==> src/rtl/tea_pkg.sv <==
// Shared constants, state and mode encodings for the TEA cipher host and core.
package tea_pkg;

    localparam int          WORD_SIZE    = 32;
    localparam logic [31:0] DELTA        = 32'h9e3779b9;
    localparam int          ROUND_NUMBER = 32;

    typedef enum logic [1:0] {
        IDLE  = 2'd0,
        RUN   = 2'd1,
        RESP  = 2'd2,
        DRAIN = 2'd3
    } host_state_e;

    localparam logic MODE_CIPHER   = 1'b0;
    localparam logic MODE_DECIPHER = 1'b1;

endpackage

==> src/rtl/tea_host_ctrl_if.sv <==
// Request/response channels between a client and the TEA host controller.
interface tea_host_ctrl_if
    import tea_pkg::*;
#(
    parameter int WORD_SIZE = tea_pkg::WORD_SIZE
);
    logic                 iReqValid;
    logic                 oReqReady;
    logic                 iReqMode;
    logic [WORD_SIZE-1:0] iReqV0;
    logic [WORD_SIZE-1:0] iReqV1;
    logic                 oRspValid;
    logic                 iRspReady;
    logic [WORD_SIZE-1:0] oRspC0;
    logic [WORD_SIZE-1:0] oRspC1;
    logic                 oRspTimeout;

    modport master (
        output iReqValid, iReqMode, iReqV0, iReqV1, iRspReady,
        input  oReqReady, oRspValid, oRspC0, oRspC1, oRspTimeout
    );

    modport slave (
        input  iReqValid, iReqMode, iReqV0, iReqV1, iRspReady,
        output oReqReady, oRspValid, oRspC0, oRspC1, oRspTimeout
    );
endinterface

==> src/rtl/tea_key_store.sv <==
// Four-word key register file with a written-word mask and a combinational
// read port serving the cipher core's key lookups.
module tea_key_store
    import tea_pkg::*;
#(
    parameter int WORD_SIZE = tea_pkg::WORD_SIZE
) (
    input  logic                 clk,
    input  logic                 rst,
    input  logic                 wr_allow_i,
    input  logic                 wr_en_i,
    input  logic [1:0]           wr_addr_i,
    input  logic [WORD_SIZE-1:0] wr_data_i,
    input  logic [1:0]           rd_addr_i,
    output logic [WORD_SIZE-1:0] rd_data_o,
    output logic                 key_valid_o
);
    logic [3:0][WORD_SIZE-1:0] key_q, key_d;
    logic [3:0]                mask_q, mask_d;

    // Next-state for key words and mask; writes are dropped unless allowed.
    always_comb begin
        key_d  = key_q;
        mask_d = mask_q;
        if (wr_allow_i && wr_en_i) begin
            key_d[wr_addr_i]  = wr_data_i;
            mask_d[wr_addr_i] = 1'b1;
        end else begin
            key_d  = key_q;
            mask_d = mask_q;
        end
    end

    // Key and mask registers.
    always_ff @(posedge clk or negedge rst) begin
        if (!rst) begin
            key_q  <= '0;
            mask_q <= 4'b0000;
        end else begin
            key_q  <= key_d;
            mask_q <= mask_d;
        end
    end

    assign rd_data_o   = key_q[rd_addr_i];
    assign key_valid_o = (mask_q == 4'b1111);

endmodule

==> src/rtl/tea_host_ctrl.sv <==
// Host controller for the TEA core: accepts one block request at a time,
// drives the core's start level, captures the result or aborts on timeout.
module tea_host_ctrl
    import tea_pkg::*;
#(
    parameter int WORD_SIZE      = tea_pkg::WORD_SIZE,
    parameter int TIMEOUT_CYCLES = 1023,
    parameter int CNT_W          = 10
) (
    input  logic                 clk,
    input  logic                 rst,
    input  logic                 iKeyWrEn,
    input  logic [1:0]           iKeyWrAddr,
    input  logic [WORD_SIZE-1:0] iKeyWrData,
    output logic                 oKeyValid,
    tea_host_ctrl_if.slave       bus,
    output logic                 oStartCipher,
    output logic                 oStartDecipher,
    output logic [WORD_SIZE-1:0] oV0,
    output logic [WORD_SIZE-1:0] oV1,
    input  logic [1:0]           iKey_address,
    output logic [WORD_SIZE-1:0] oKey_sub_i,
    input  logic [WORD_SIZE-1:0] iC0,
    input  logic [WORD_SIZE-1:0] iC1,
    input  logic                 iDone
);
    localparam logic [CNT_W-1:0] TIMEOUT_LIM = CNT_W'(TIMEOUT_CYCLES);
    localparam logic [CNT_W-1:0] CNT_ONE     = CNT_W'(1);

    host_state_e          state_q, state_d;
    logic                 mode_q, mode_d;
    logic [CNT_W-1:0]     cnt_q, cnt_d;
    logic [WORD_SIZE-1:0] v0_q, v0_d, v1_q, v1_d;
    logic [WORD_SIZE-1:0] c0_q, c0_d, c1_q, c1_d;
    logic                 to_q, to_d;
    logic                 rsp_valid_q, rsp_valid_d;
    logic                 start_c_q, start_c_d;
    logic                 start_dc_q, start_dc_d;
    logic                 key_valid_s;
    logic                 req_ready_s;
    logic                 accept_s;

    tea_key_store #(.WORD_SIZE(WORD_SIZE)) u_key_store (
        .clk         (clk),
        .rst         (rst),
        .wr_allow_i  (state_q == IDLE),
        .wr_en_i     (iKeyWrEn),
        .wr_addr_i   (iKeyWrAddr),
        .wr_data_i   (iKeyWrData),
        .rd_addr_i   (iKey_address),
        .rd_data_o   (oKey_sub_i),
        .key_valid_o (key_valid_s)
    );

    assign req_ready_s = (state_q == IDLE) && key_valid_s;
    assign accept_s    = bus.iReqValid && req_ready_s;

    // Next-state and register updates for the request/run/response sequence.
    always_comb begin
        state_d     = state_q;
        mode_d      = mode_q;
        cnt_d       = cnt_q;
        v0_d        = v0_q;
        v1_d        = v1_q;
        c0_d        = c0_q;
        c1_d        = c1_q;
        to_d        = to_q;
        rsp_valid_d = rsp_valid_q;
        start_c_d   = start_c_q;
        start_dc_d  = start_dc_q;
        case (state_q)
            IDLE: begin
                if (accept_s) begin
                    v0_d       = bus.iReqV0;
                    v1_d       = bus.iReqV1;
                    mode_d     = bus.iReqMode;
                    cnt_d      = '0;
                    start_c_d  = (bus.iReqMode == MODE_CIPHER);
                    start_dc_d = (bus.iReqMode == MODE_DECIPHER);
                    state_d    = RUN;
                end else begin
                    state_d = IDLE;
                end
            end
            RUN: begin
                // A done sampled on the timeout cycle still counts as success.
                if (iDone) begin
                    c0_d        = iC0;
                    c1_d        = iC1;
                    to_d        = 1'b0;
                    start_c_d   = 1'b0;
                    start_dc_d  = 1'b0;
                    rsp_valid_d = 1'b1;
                    state_d     = RESP;
                end else if (cnt_q == TIMEOUT_LIM) begin
                    c0_d        = '0;
                    c1_d        = '0;
                    to_d        = 1'b1;
                    start_c_d   = 1'b0;
                    start_dc_d  = 1'b0;
                    rsp_valid_d = 1'b1;
                    state_d     = RESP;
                end else begin
                    cnt_d = cnt_q + CNT_ONE;
                end
            end
            RESP: begin
                if (bus.iRspReady) begin
                    rsp_valid_d = 1'b0;
                    state_d     = DRAIN;
                end else begin
                    state_d = RESP;
                end
            end
            DRAIN: begin
                // Hold off new work until the core has released a stale done.
                if (!iDone) begin
                    state_d = IDLE;
                end else begin
                    state_d = DRAIN;
                end
            end
            default: begin
                state_d     = IDLE;
                start_c_d   = 1'b0;
                start_dc_d  = 1'b0;
                rsp_valid_d = 1'b0;
            end
        endcase
    end

    // Controller state and output registers.
    always_ff @(posedge clk or negedge rst) begin
        if (!rst) begin
            state_q     <= IDLE;
            mode_q      <= 1'b0;
            cnt_q       <= '0;
            v0_q        <= '0;
            v1_q        <= '0;
            c0_q        <= '0;
            c1_q        <= '0;
            to_q        <= 1'b0;
            rsp_valid_q <= 1'b0;
            start_c_q   <= 1'b0;
            start_dc_q  <= 1'b0;
        end else begin
            state_q     <= state_d;
            mode_q      <= mode_d;
            cnt_q       <= cnt_d;
            v0_q        <= v0_d;
            v1_q        <= v1_d;
            c0_q        <= c0_d;
            c1_q        <= c1_d;
            to_q        <= to_d;
            rsp_valid_q <= rsp_valid_d;
            start_c_q   <= start_c_d;
            start_dc_q  <= start_dc_d;
        end
    end

    assign oKeyValid       = key_valid_s;
    assign bus.oReqReady   = req_ready_s;
    assign bus.oRspValid   = rsp_valid_q;
    assign bus.oRspC0      = c0_q;
    assign bus.oRspC1      = c1_q;
    assign bus.oRspTimeout = to_q;
    assign oStartCipher    = start_c_q;
    assign oStartDecipher  = start_dc_q;
    assign oV0             = v0_q;
    assign oV1             = v1_q;

endmodule

==> src/flat_wrapper.sv <==
// flat-port wrapper written by rule: the top's interface ports become plain ports
module tea_host_ctrl_flat import tea_pkg::*;
#(
    parameter int WORD_SIZE      = tea_pkg::WORD_SIZE,
    parameter int TIMEOUT_CYCLES = 1023,
    parameter int CNT_W          = 10
)
  (clk, rst, iKeyWrEn, iKeyWrAddr, iKeyWrData, oKeyValid, oStartCipher, oStartDecipher, oV0, oV1, iKey_address, oKey_sub_i, iC0, iC1, iDone, bus_iReqValid, bus_iReqMode, bus_iReqV0, bus_iReqV1, bus_iRspReady, bus_oReqReady, bus_oRspValid, bus_oRspC0, bus_oRspC1, bus_oRspTimeout);
  tea_host_ctrl_if #(.WORD_SIZE(WORD_SIZE)) bus_i ();
  input  logic clk;
  input  logic rst;
  input  logic iKeyWrEn;
  input  logic [1:0] iKeyWrAddr;
  input  logic [WORD_SIZE-1:0] iKeyWrData;
  output logic oKeyValid;
  output logic oStartCipher;
  output logic oStartDecipher;
  output logic [WORD_SIZE-1:0] oV0;
  output logic [WORD_SIZE-1:0] oV1;
  input  logic [1:0] iKey_address;
  output logic [WORD_SIZE-1:0] oKey_sub_i;
  input  logic [WORD_SIZE-1:0] iC0;
  input  logic [WORD_SIZE-1:0] iC1;
  input  logic iDone;
  input wire logic [$bits(bus_i.iReqValid)-1:0] bus_iReqValid;
  input wire logic [$bits(bus_i.iReqMode)-1:0] bus_iReqMode;
  input wire logic [$bits(bus_i.iReqV0)-1:0] bus_iReqV0;
  input wire logic [$bits(bus_i.iReqV1)-1:0] bus_iReqV1;
  input wire logic [$bits(bus_i.iRspReady)-1:0] bus_iRspReady;
  output wire logic [$bits(bus_i.oReqReady)-1:0] bus_oReqReady;
  output wire logic [$bits(bus_i.oRspValid)-1:0] bus_oRspValid;
  output wire logic [$bits(bus_i.oRspC0)-1:0] bus_oRspC0;
  output wire logic [$bits(bus_i.oRspC1)-1:0] bus_oRspC1;
  output wire logic [$bits(bus_i.oRspTimeout)-1:0] bus_oRspTimeout;
  assign bus_i.iReqValid = bus_iReqValid;
  assign bus_i.iReqMode = bus_iReqMode;
  assign bus_i.iReqV0 = bus_iReqV0;
  assign bus_i.iReqV1 = bus_iReqV1;
  assign bus_i.iRspReady = bus_iRspReady;
  assign bus_oReqReady = bus_i.oReqReady;
  assign bus_oRspValid = bus_i.oRspValid;
  assign bus_oRspC0 = bus_i.oRspC0;
  assign bus_oRspC1 = bus_i.oRspC1;
  assign bus_oRspTimeout = bus_i.oRspTimeout;
  tea_host_ctrl #(.WORD_SIZE(WORD_SIZE), .TIMEOUT_CYCLES(TIMEOUT_CYCLES), .CNT_W(CNT_W)) u_core (.clk(clk), .rst(rst), .iKeyWrEn(iKeyWrEn), .iKeyWrAddr(iKeyWrAddr), .iKeyWrData(iKeyWrData), .oKeyValid(oKeyValid), .bus(bus_i), .oStartCipher(oStartCipher), .oStartDecipher(oStartDecipher), .oV0(oV0), .oV1(oV1), .iKey_address(iKey_address), .oKey_sub_i(oKey_sub_i), .iC0(iC0), .iC1(iC1), .iDone(iDone));
endmodule
==> config.mk <==
export PLATFORM = sky130hd
export DESIGN_NAME = tea_host_ctrl_flat
export DESIGN_NICKNAME = d
export VERILOG_FILES = /design/src/rtl/tea_pkg.sv /design/src/rtl/tea_host_ctrl_if.sv /design/src/rtl/tea_key_store.sv /design/src/rtl/tea_host_ctrl.sv /design/src/flat_wrapper.sv
export SDC_FILE = /design/constraint.sdc
export NUM_CORES = 1
export LEC_CHECK = 0
export CORE_MARGIN = 2
export CORE_UTILIZATION = 51
export DETAILED_ROUTE_END_ITERATION = 12
export MAX_ROUTING_LAYER = met4
export PLACE_DENSITY_LB_ADDON = 0.1
export SKIP_LAST_GASP = 1
export SYNTH_ARGS = -nofsm -noshare
export SYNTH_HDL_FRONTEND = slang
export SYNTH_SLANG_ARGS = --single-unit
==> constraint.sdc <==
create_clock -name clk -period 4.77 [get_ports clk]
set_input_delay 0.954 -clock clk [delete_from_list [all_inputs] [get_ports clk]]
set_output_delay 0.954 -clock clk [all_outputs]
set_load 0.005 [all_outputs]
==> results.json <==
{
  "data_arrival_at_the_endpoint_of_the_critical_path_ns": 2.73,
  "path_class": "in2out",
  "timing.final.ws_setup_ns": 1.08,
  "drt_first_iter_violations": 437,
  "setup_tns_ns": 0,
  "layout-area-overhead-vs-synth_pct": 38.9,
  "post-route-min-period_ns": 3.69,
  "endpoint_kind": "output port",
  "via_count": 8474,
  "post_route_cells_drive_above_1_share_pct": 17.5,
  "worst_setup_path_start_kind": "input port",
  "synth-edff-count": 0,
  "rows": 54,
  "syn-num-nets": 1137,
  "yosys_warnings": 0,
  "syn_area_per_cell_sq_um": 11.9,
  "final.period_utilization_pct": 77.3,
  "number_of_primary_i_o_pins": 337,
  "timing.final.max_slew_violations": 0,
  "yosys.cell_count.top_type": "nand2_1",
  "cts-buffers-inserted": 29,
  "cp_data_required_time_ns": 3.82,
  "finalWeightedCongestion": 0.788,
  "cts-hold-fix-buffers": 0,
  "rsz0062_at_grt": "no",
  "dp_hpwl_mm": 20.0,
  "grt_max_degree": 122,
  "crit_path_max_fanout": 32,
  "die-area_sq_mm": 0.0237,
  "drt-vias-per-instance": 5.34,
  "worst_slew_margin_rel_pct": 20.2,
  "cts_setup_buffers": 0,
  "p_per_area_mw_per_mm2": 568,
  "clock_slew_at_reported_path_ffs_ns": 0.06,
  "hold_class": "reg2reg",
  "first_global_vias": 8888,
  "clock-root-buffer": "clkbuf_16",
  "wl_per_cell_um": 18.4,
  "drt-pass1-iter-count": 4,
  "htree_levels": 1,
  "timing.fmax_mhz": 271,
  "mappedNetlistArea_sq_mm": 0.0115,
  "dp_worst_setup_slack_ns": 1.08,
  "clock_insertion_delay_worst_skew_ns": 0.54,
  "antenna_violations_before_repair": 3,
  "coreArea_sq_mm": 0.0220,
  "run_status": "finished clean",
  "die_w_um": 154,
  "ys_seq_area_share_pct": 60.1,
  "report.power.total_mw": 9.06,
  "synth.largest_area_cell": "dfrtp_1",
  "flip_flop_and_latch_count_after_synthesis": 276,
  "post_cts_resized": 0,
  "fp.dieH_um": 154,
  "synth_top_flop_cell": "dfrtp_1",
  "post_synth_inst_count": 965,
  "finalClockSkew_ns": 0.0117,
  "finalNetCount": 1459,
  "async_flop_share_pct": 100,
  "effective_utilization_at_floorplan_pct": 52.3,
  "io_buffers": 336,
  "ir_drop_v": 0.000353,
  "grt_pass1_wl_mm": 47.2,
  "drtAntennaViolNets": 0,
  "post_synth_num_cell_types": 49,
  "area_fraction_of_the_dominant_cell_type_after_synthesis_pct": 60.1,
  "gr-usage-all-layers_pct": 25.6,
  "final_hold_viol_count": 0,
  "leakage_nw": 7.16,
  "netlist_top_cells_count": "nand2_1, dfrtp_1, mux2_2",
  "timing_worst_slew_pin_value_ns": 1.19,
  "timing.max_cap.violations": 0,
  "detail_route.drc_violations": 0,
  "number_of_setup_violations_in_the_final_report": 0,
  "routed_wirelength_mm": 29.3,
  "cts-root-to-sink-buffers": 3,
  "cts_tree": "done",
  "hold_slack_ns": 0.465,
  "ys_top_cells_by_area": "dfrtp_1, mux2_2, nand2_1, mux4_2, o21ai_0",
  "grt-ovfl-total": 0,
  "tritoncts_num_sinks": 276
}
worst max-delay path: stages:
cell	delay [ns]
clkdlybuf4s50_1	0.45
buf_4	0.41
mux4_2	0.37
clkdlybuf4s50_1	0.53
path summary, 6_finish.rpt:
check,to,slack (ns),cells past startpoint,from
max,oKey_sub_i[16],1.08,4,iKey_address[1]
min,u_core.u_key_store.mask_q[3],0.46,1,u_core.u_key_store.mask_q[3]
max reg2reg,u_core.bus.oRspC0[1],2.26,4,u_core.state_q[0]
min reg2reg,u_core.u_key_store.mask_q[3],0.46,1,u_core.u_key_store.mask_q[3]
max in group asynchronous,u_core.bus.oRspC0[0],3.18,2,rst
min in group asynchronous,u_core.bus.oRspC1[27],0.49,1,rst
kinds of logic (layout without fill, tap and decap cells):
group | after synthesis | in the layout | share of synthesized area (%)
adder cells (fa/ha/maj) | 1 | 1 | 0.109
other | 0 | 3 | 0
multiplexers | 164 | 164 | 19.2
AND/OR/NAND/NOR | 375 | 375 | 13.6
flip-flops | 276 | 276 | 60.1
buffers and inverters | 62 | 402 | 2.82
AO/OA/AOI/OAI | 87 | 87 | 4.19
metal layers:
metal | track usage [%] | vias to the layer above | wire (um) | part of all wire (%)
met3 | 7.22 | 58 | 2400 | 8.2
met2 | 41.6 | 296 | 14200 | 48
met5 | - | - | 0 | 0
met1 | 31.5 | 4209 | 11900 | 41
met4 | 7.88 | 0 | 788 | 2.7
li1 | - | 3911 | - | -
registers in the layout (all words and copies together) (netlist names):
register                   flops
u_core.oStartCipher            1
u_core.u_key_store.key_q     128
u_core.oV0                    32
u_core.oStartDecipher          1
u_core.cnt_q                  10
u_core.oV1                    32
u_core.bus.oRspC0             32
u_core.bus.oRspC1             32
u_core.bus.oRspValid           1
u_core.u_key_store.mask_q      4
u_core.state_q                 2
u_core.bus.oRspTimeout         1
final cells by class:
type	instances	area [sq um]
inverters	2	7.51
repair buffers	351	3500
diodes	3	7.51
flip-flops and latches	276	6910
fillers	1554	6000
well taps	280	350
multi-input cells	627	4270
clock inverters	5	53.8
clock buffers	44	862
placed cells by master (no fill, tap or decap), types with 5 or more instances in the layout:
master,n
clkbuf_8,8
clkbuf_1,7
clkdlybuf4s50_1,334
nor2_1,5
nand3_1,8
mux4_2,32
buf_4,13
nand2_1,332
dfrtp_1,276
o21ai_0,70
clkbuf_16,29
mux2_2,125
stage by stage:
step	utilization, %	instance area, sq um	instances
floorplan	-	11500	965
global placement	68.5	15000	1536
detailed placement	68.5	15000	1536
CTS	72.6	16000	1585
global route	72.7	16000	1588
finish	72.7	16000	1588
report_power, final:
part / switching [mW] / total (mW) / internal (mW) / leakage (nW)
Combinational: 1.08 / 2.99 / 1.91 / 3.21
Clock: 0.885 / 2.17 / 1.29 / 0.454
Sequential: 0.570 / 3.91 / 3.34 / 3.50
Total: 2.54 / 9.06 / 6.53 / 7.16
No activity file was read; power rests on OpenSTA's default activity.
